==> config.mk <==
export PLATFORM = sky130hd
export DESIGN_NAME = icache_dm
export DESIGN_NICKNAME = d
export VERILOG_FILES = /design/src/rtl/icache_dm.sv
export SDC_FILE = /design/constraint.sdc
export NUM_CORES = 2
export LEC_CHECK = 0
export CORE_MARGIN = 2
export CORE_UTILIZATION = 55
export CTS_CLUSTER_SIZE = 8
export DETAILED_ROUTE_END_ITERATION = 16
export PLACE_DENSITY = 0.84
export RECOVER_POWER = 25
export SLEW_MARGIN = 20
export SYNTH_ARGS = -nofsm -noshare
export SYNTH_HDL_FRONTEND = slang
export SYNTH_SLANG_ARGS = --single-unit
==> constraint.sdc <==
create_clock -name clk_i -period 4.45 [get_ports clk_i]
set_input_delay 0.445 -clock clk_i [delete_from_list [all_inputs] [get_ports clk_i]]
set_output_delay 0.445 -clock clk_i [all_outputs]
set_load 0.01 [all_outputs]
==> src/rtl/icache_dm.sv <==
// Direct-mapped instruction cache: hits return data combinationally in the same cycle; a miss stalls fetch for 1 + LINE_WORDS beats minimum.
// The refill FSM holds mem_addr_o until mem_ack_i and tolerates ack gaps of any length; stall_o holds the core meanwhile.
module icache_dm #(
    parameter int ADDR_WIDTH = 32,
    parameter int LINE_WORDS = 4,
    parameter int NUM_LINES  = 16
) (
    input  logic                  clk_i,
    input  logic                  rst_i,
    input  logic                  req_i,
    input  logic [ADDR_WIDTH-1:0] pc_i,
    output logic [31:0]           instr_o,
    output logic                  stall_o,
    input  logic                  flush_i,
    output logic                  mem_req_o,
    output logic [ADDR_WIDTH-1:0] mem_addr_o,
    input  logic                  mem_ack_i,
    input  logic [31:0]           mem_rdata_i,
    output logic [31:0]           miss_count_o
);

    localparam int OFF_W = $clog2(LINE_WORDS);
    localparam int IDX_W = $clog2(NUM_LINES);
    localparam int TAG_W = ADDR_WIDTH - 2 - OFF_W - IDX_W;

    localparam logic [0:0] IDLE   = 1'b0;
    localparam logic [0:0] REFILL = 1'b1;

    logic [0:0]           state;
    logic [NUM_LINES-1:0] valid;
    logic [TAG_W-1:0]     tag_arr  [NUM_LINES];
    logic [31:0]          data_arr [NUM_LINES][LINE_WORDS];

    logic [TAG_W-1:0]     miss_tag;
    logic [IDX_W-1:0]     miss_index;
    logic [OFF_W-1:0]     cnt;
    logic [31:0]          miss_count;

    logic [OFF_W-1:0]     offset;
    logic [IDX_W-1:0]     index;
    logic [TAG_W-1:0]     tag;
    logic                 hit;
    logic                 miss;
    logic                 last_beat;
    logic                 beat_wr;
    logic                 unused_pc_lsb;

    assign offset        = pc_i[2 +: OFF_W];
    assign index         = pc_i[2 + OFF_W +: IDX_W];
    assign tag           = pc_i[ADDR_WIDTH-1 -: TAG_W];
    assign unused_pc_lsb = ^pc_i[1:0];

    assign hit       = req_i & valid[index] & (tag_arr[index] == tag);
    assign miss      = (state == IDLE) & req_i & ~hit & ~flush_i;
    assign last_beat = (cnt == OFF_W'(LINE_WORDS - 1));
    // A flush during refill discards the beat so stale words never reach a valid line.
    assign beat_wr   = (state == REFILL) & mem_ack_i & ~flush_i & ~rst_i;

    always_comb begin
        instr_o    = data_arr[index][offset];
        stall_o    = 1'b0;
        mem_req_o  = 1'b0;
        mem_addr_o = '0;
        if (state == REFILL) begin
            stall_o    = 1'b1;
            mem_req_o  = 1'b1;
            mem_addr_o = {miss_tag, miss_index, cnt, 2'b00};
        end else begin
            stall_o    = req_i & ~hit;
        end
    end

    assign miss_count_o = miss_count;

    always_ff @(posedge clk_i) begin
        if (rst_i) begin
            state      <= IDLE;
            valid      <= '0;
            cnt        <= '0;
            miss_count <= '0;
        end else begin
            case (state)
                IDLE: begin
                    if (flush_i) begin
                        valid <= '0;
                    end
                    if (miss) begin
                        miss_tag   <= tag;
                        miss_index <= index;
                        cnt        <= '0;
                        miss_count <= miss_count + 32'd1;
                        state      <= REFILL;
                    end
                end
                default: begin
                    if (flush_i) begin
                        valid <= '0;
                        cnt   <= '0;
                    end else if (mem_ack_i) begin
                        cnt <= cnt + 1'b1;
                        if (last_beat) begin
                            valid[miss_index] <= 1'b1;
                            state             <= IDLE;
                        end
                    end
                end
            endcase
        end
    end

    always_ff @(posedge clk_i) begin
        if (beat_wr) begin
            data_arr[miss_index][cnt] <= mem_rdata_i;
            if (last_beat) begin
                tag_arr[miss_index] <= miss_tag;
            end
        end
    end

endmodule

# After elaboration in Yosys (flattened, before gate mapping)
# Memories as Yosys holds them, arrays and structs flattened.
# Index checks and enable logic that the tools add are counted.
# word_totals
regBits	79
ram_bits	2432
inputBits	69
out_inout_bits	98
memories	2
# mem_list
name	depth	word_bits	rd	rd_ports_with_merged_regs	write_ports	line	rtl
data_arr	16	128	1	0	1	32	logic [31:0] data_arr [NUM_LINES][LINE_WORDS];
tag_arr	16	24	1	0	1	31	logic [TAG_W-1:0] tag_arr [NUM_LINES];
# classes
addsub	2
magnitude_cmp	6
n_eq_ne	3
mux	31
bitwise_logic	16
reduce_logical	10
# ops
op	count
128-bit 2-to-1 mux	1
32-bit 2-to-1 mux	4
16-bit 2-to-1 mux	5
32-bit binary-select mux with 2-bit select	1
32-bit demux with 2-bit select	1
32-bit by 1-bit adder with 32-bit output, second input constant	1
24-bit equality test	1
16-bit bitwise OR	1
1-bit 2-to-1 mux	13
4-bit by 5-bit less-than comparator with 1-bit output, second input constant	2
1-bit bitwise AND	9
2-bit 2-to-1 mux	4
2-bit nonzero test	4
3-bit greater-or-equal comparator, second input constant	2
2-bit NOT with 3-bit output	2
3-bit AND reduction	2
1-bit binary-select mux with 4-bit select	1
1-bit demux with 4-bit select	1
4-bit by 1-bit greater-or-equal comparator with 1-bit output, second input constant	1
1-bit NOT	4
2-bit AND reduction	2
3-bit by 1-bit less-than comparator with 1-bit output, second input constant	1
3-bit != test, second input constant	1
2-bit by 1-bit adder with 2-bit output, second input constant	1
other kinds (2)	3

# Longest topological paths before layout
# logic_depth
depth_word	9
ltp_mapped	14

# Least setup slack after synthesis
# Ideal clock, no wire load.
# synth_timing
path_type	input-to-reg
start	input port flush_i
end	memory data_arr[15][0] (netlist name) (enable)
setup_time_ns	0.470
arrival_time_ns	3.913
required_time_ns	3.980
path_slack_ns	0.067
cell_stages	6
path_buffers	2
path_cell_list	or2_2 clkbuf_1 nor2_1 nand2_1 clkbuf_1 nor2_1
# synth_via
elab_chain_len	5
# synth_lines
item	line	rtl
from (decl)	14	input logic flush_i,
1-bit NOT	57	assign beat_wr = (state == REFILL) & mem_ack_i & ~flush_i & ~rst_i;
1-bit bitwise AND (2 in series)	57	
1-bit 2-to-1 mux	112	if (beat_wr) begin
128-bit 2-to-1 mux (implied by the code)	113	data_arr[miss_index][cnt] <= mem_rdata_i;
to (decl)	32	
# No other way between the ends.

# Worst setup path after layout
# layout_timing
start	input port pc_i[6]
end	output port instr_o[21]
# layout_via
elab_chain_len	4
# layout_lines
item	line	rtl
from (decl)	11	input logic [ADDR_WIDTH-1:0] pc_i,
memory read 16 x 128 bit	n/a	
32-bit binary-select mux with 2-bit select	60	instr_o = data_arr[index][offset];
32-bit 2-to-1 mux (implied by the code) (2 in series)	60	
to (decl)	12	output logic [31:0] instr_o,
# No other way between the ends. The select of a mux whose other input is x is not followed.

==> summary.txt <==
Clk slew on worst S/H paths -> 0.05 ns
Starting Density -> 55.2%
Seq cells post-synth -> 2,511
CP Max Fanout -> 58
Post-Syn Instances -> 4,106
Final Hold Fails -> 0
Critical path arrival -> 4.05 ns
CTS root buf -> clkbuf_16
Fin crit period -> 4.50 ns
First-pass GRT wire length -> 431 mm
Max Clk Rate -> 222 MHz
Ys flop type -> edfxtp_1
Final nets -> 4,687
Vias post-DR -> 52,860
Post-synth EDFFs -> 2,460
Average via count per standard cell -> 7.53
Drt first pass iters -> 7
Failing checks -> capacitance limit, slew limit, setup timing
Worst endpoint required time -> 4.01 ns
Synth-to-Final Area Change -> 16.2%
Highest routed metal layer -> met5
Final Cycle Share -> 101%
H-tree depth -> 5
PnR worst setup slack -> -0.0463 ns
Initial antenna violation count -> 48
Worst-margin pin slew -> 3.24 ns
Final wirelength -> 310 mm
Commonest cells post-synth -> edfxtp_1, mux4_2, nor2_1, clkbuf_1, mux2i_1
Met2 wire length -> 148 mm
CP most frequent cell -> mux4_2
Synth area leader -> edfxtp_1
Most numerous cell in the Yosys netlist -> edfxtp_1
Total Power -> 53.4 mW
FF+latch area -> 74,900 sq um
Yosys top cell area share -> 76.2%
Max incr delay on CP -> 0.73 ns
Mapped Area -> 96,900 sq um
Placed Cells -> 6,581
WS Path Type -> in -> out
IO Pins -> 167
Die area -> 180,000 sq um
Rows -> 154
Slew margin rel. -> -116%
Slew Limit Fails -> 2,015
Core box area -> 176,000 sq um
Pleak -> 35.2 nW
Clock tree buffer depth -> 4
GRT Total Usage -> 34.9%
Setup-failing EPs final -> 2
Area occupied by multi-input gates -> 21,400 sq um
Final core area utilization -> 64.2%
Most area-consuming cells after synthesis -> edfxtp_1, mux4_2, dfxtp_1, mux2i_1, nor2_1
Vias in the first global route -> 54,385
WL per Instance -> 44.2 um
Clock Latency Late Sink -> 0.99 ns
Critical path buffers and inverters -> 4
Outcome -> finished with violations
Avg Cell Area, Syn -> 23.6 sq um
Num CTS Buffers -> 364
Pre-CTS setup slack -> 0.119 ns
CP Cell Sequence -> buf_8 -> clkbuf_1 -> buf_12 -> mux4_2 -> mux4_2 -> clkdlybuf4s50_1
Synth warn -> 0
Die Wd -> 424 um
Antenna Nets Post-Route -> 0
Design Area, Final -> 113,000 sq um
Slowest cell on the critical path -> mux4_2
Total of max-cap violations -> 31
Overflow after GRT -> 0
Seq/Total Area, Yosys -> 77.3%
Drt drc -> 0
Setup slack, reg-to-reg -> 0.56 ns
PwrDens -> 474 nW/um^2
Share of post-route cells with drive strength above 1 -> 30.8%
TritonCTS clock tree -> done
Port-buffer cells -> 162
FILL cells -> 10,069
CP Launch Type -> primary input
Worst min path class -> in -> reg
Final cell count without fillers -> 7,017
Unique masters post-synth -> 74
Dpl cell area -> 103,000 sq um
Peak supply drop -> 325 uV
Metal1 wirelength -> 89.7 mm
Crit end category -> primary output
Clock sinks -> 2,511
Die Ht -> 424 um
FFs w/ async S/R, synth -> 0%
Hpwl dp -> 148 mm
RePlAce Congestion -> 0.827
Delay-heaviest family, CP -> buffers and inverters
Initial DRC Count -> 10,575
RSZ-0062 raised after global routing -> no
Met3 WL -> 44.8 mm
Skew final -> 0.0761 ns
Largest net degree at the start of global routing -> 65
[sequential cells by signal, indices dropped and copies added (netlist names)]
register / flops
miss_count_o: 32
miss_tag: 24
miss_index: 4
state: 1
tag_arr: 384
data_arr: 2048
cnt: 2
valid: 16
[worst register-to-register path, cell delays in order (launching register included)]
cell       delay, ns
edfxtp_1        0.50
mux4_2          0.53
mux2i_1         0.39
xor2_1          0.34
nor2_1          0.11
or3_1           0.39
a2111oi_0       0.52
and4b_1         0.53
nor3_1          0.12
mux2_1          0.32
[repair_timing]
action	4_1_cts	5_1_grt
hold buffers	1	0
hold endpoints to repair	1	0
gates resized for setup	11	3
buffers inserted	4	0
pin swaps	5	0
endpoints found under the setup margin	1	2
[power by group]
part	switching, mW	total (mW)	leakage (nW)	internal [mW]
Sequential	0.0359	26.0	22.5	26.0
Clock	10.0	24.7	4.66	14.7
Combinational	1.55	2.57	8.03	1.02
Total	11.6	53.4	35.2	41.7
[cell usage in the layout, fill, tap and decap left out, types with 5 or more instances in the layout]
| cell | count |
|---|---|
| a21oi_1 | 22 |
| a22oi_1 | 12 |
| a31oi_1 | 13 |
| a41oi_1 | 7 |
| and2_1 | 35 |
| and3_1 | 9 |
| buf_12 | 67 |
| buf_4 | 129 |
| clkbuf_1 | 63 |
| clkbuf_16 | 372 |
| clkdlybuf4s50_1 | 107 |
| dfxtp_1 | 51 |
| diode_2 | 21 |
| dlygate4sd3_1 | 15 |
| edfxtp_1 | 2460 |
| ha_1 | 5 |
| inv_1 | 14 |
| mux2_2 | 11 |
| mux2i_1 | 79 |
| mux4_2 | 748 |
| nand2_1 | 60 |
| nand2b_1 | 6 |
| nand3_1 | 26 |
| nand4_1 | 11 |
| nor2_1 | 55 |
| nor2_4 | 65 |
| nor2b_1 | 20 |
| nor3_1 | 12 |
| o211ai_1 | 7 |
| o21ai_0 | 16 |
| o31ai_1 | 9 |
| or3_1 | 7 |
| or4_1 | 9 |
| xnor2_1 | 17 |
| xor2_1 | 16 |
[cell families (layout without fill, tap and decap cells)]
group           after synthesis  after routing  synth area share, %
flops                      2511           2511                 77.3
mux                         846            846                 18.4
simple gates                338            338                 1.73
buf+inv                     234            783                 1.16
compound gates              137            137                 1.04
xor+xnor                     34             34                0.307
fa+ha+maj                     5              5               0.0646
other cells                   1             23              0.00387
[layer usage]
| layer | up-vias | global-route usage [%] |
|---|---|---|
| met2 | 6145 | 55.2 |
| met1 | 26505 | 40.4 |
| li1 | 18479 | - |
| met3 | 1691 | 11.7 |
| met5 | - | 0 |
| met4 | 40 | 24.6 |
[worst paths after layout]
| check | startpoint | to | depth (start not counted) |
|---|---|---|---|
| setup / recovery | pc_i[6] | instr_o[21] | 6 |
| hold / removal | mem_rdata_i[24] | data_arr[1][120] | 1 |
| setup reg to reg | tag_arr[12][0] | miss_count_o[31] | 9 |
| hold reg to reg | valid[11] | valid[11] | 2 |
[per-stage QoR]
step	hold WS (ns)	TNS, ns
2_1_floorplan	0.432	0
3_3_place_gp	0.441	0
3_5_place_dp	0.462	0
4_1_cts	0.108	0
5_1_grt	0.0965	0
6_report	0.0723	-0.0837
[layout make-up]
| type | count | area share [%] |
|---|---|---|
| flip-flops and latches | 2511 | 66.5 |
| diodes | 21 | 0.0467 |
| inverters | 16 | 0.0533 |
| repair buffers | 358 | 3.33 |
| clock buffers | 403 | 8.37 |
| clock inverters | 6 | 0.0689 |
| well taps | 2340 | 2.60 |
| multi-input cells | 1362 | 19.0 |
Note: power is estimated with default switching activity, not from simulation.
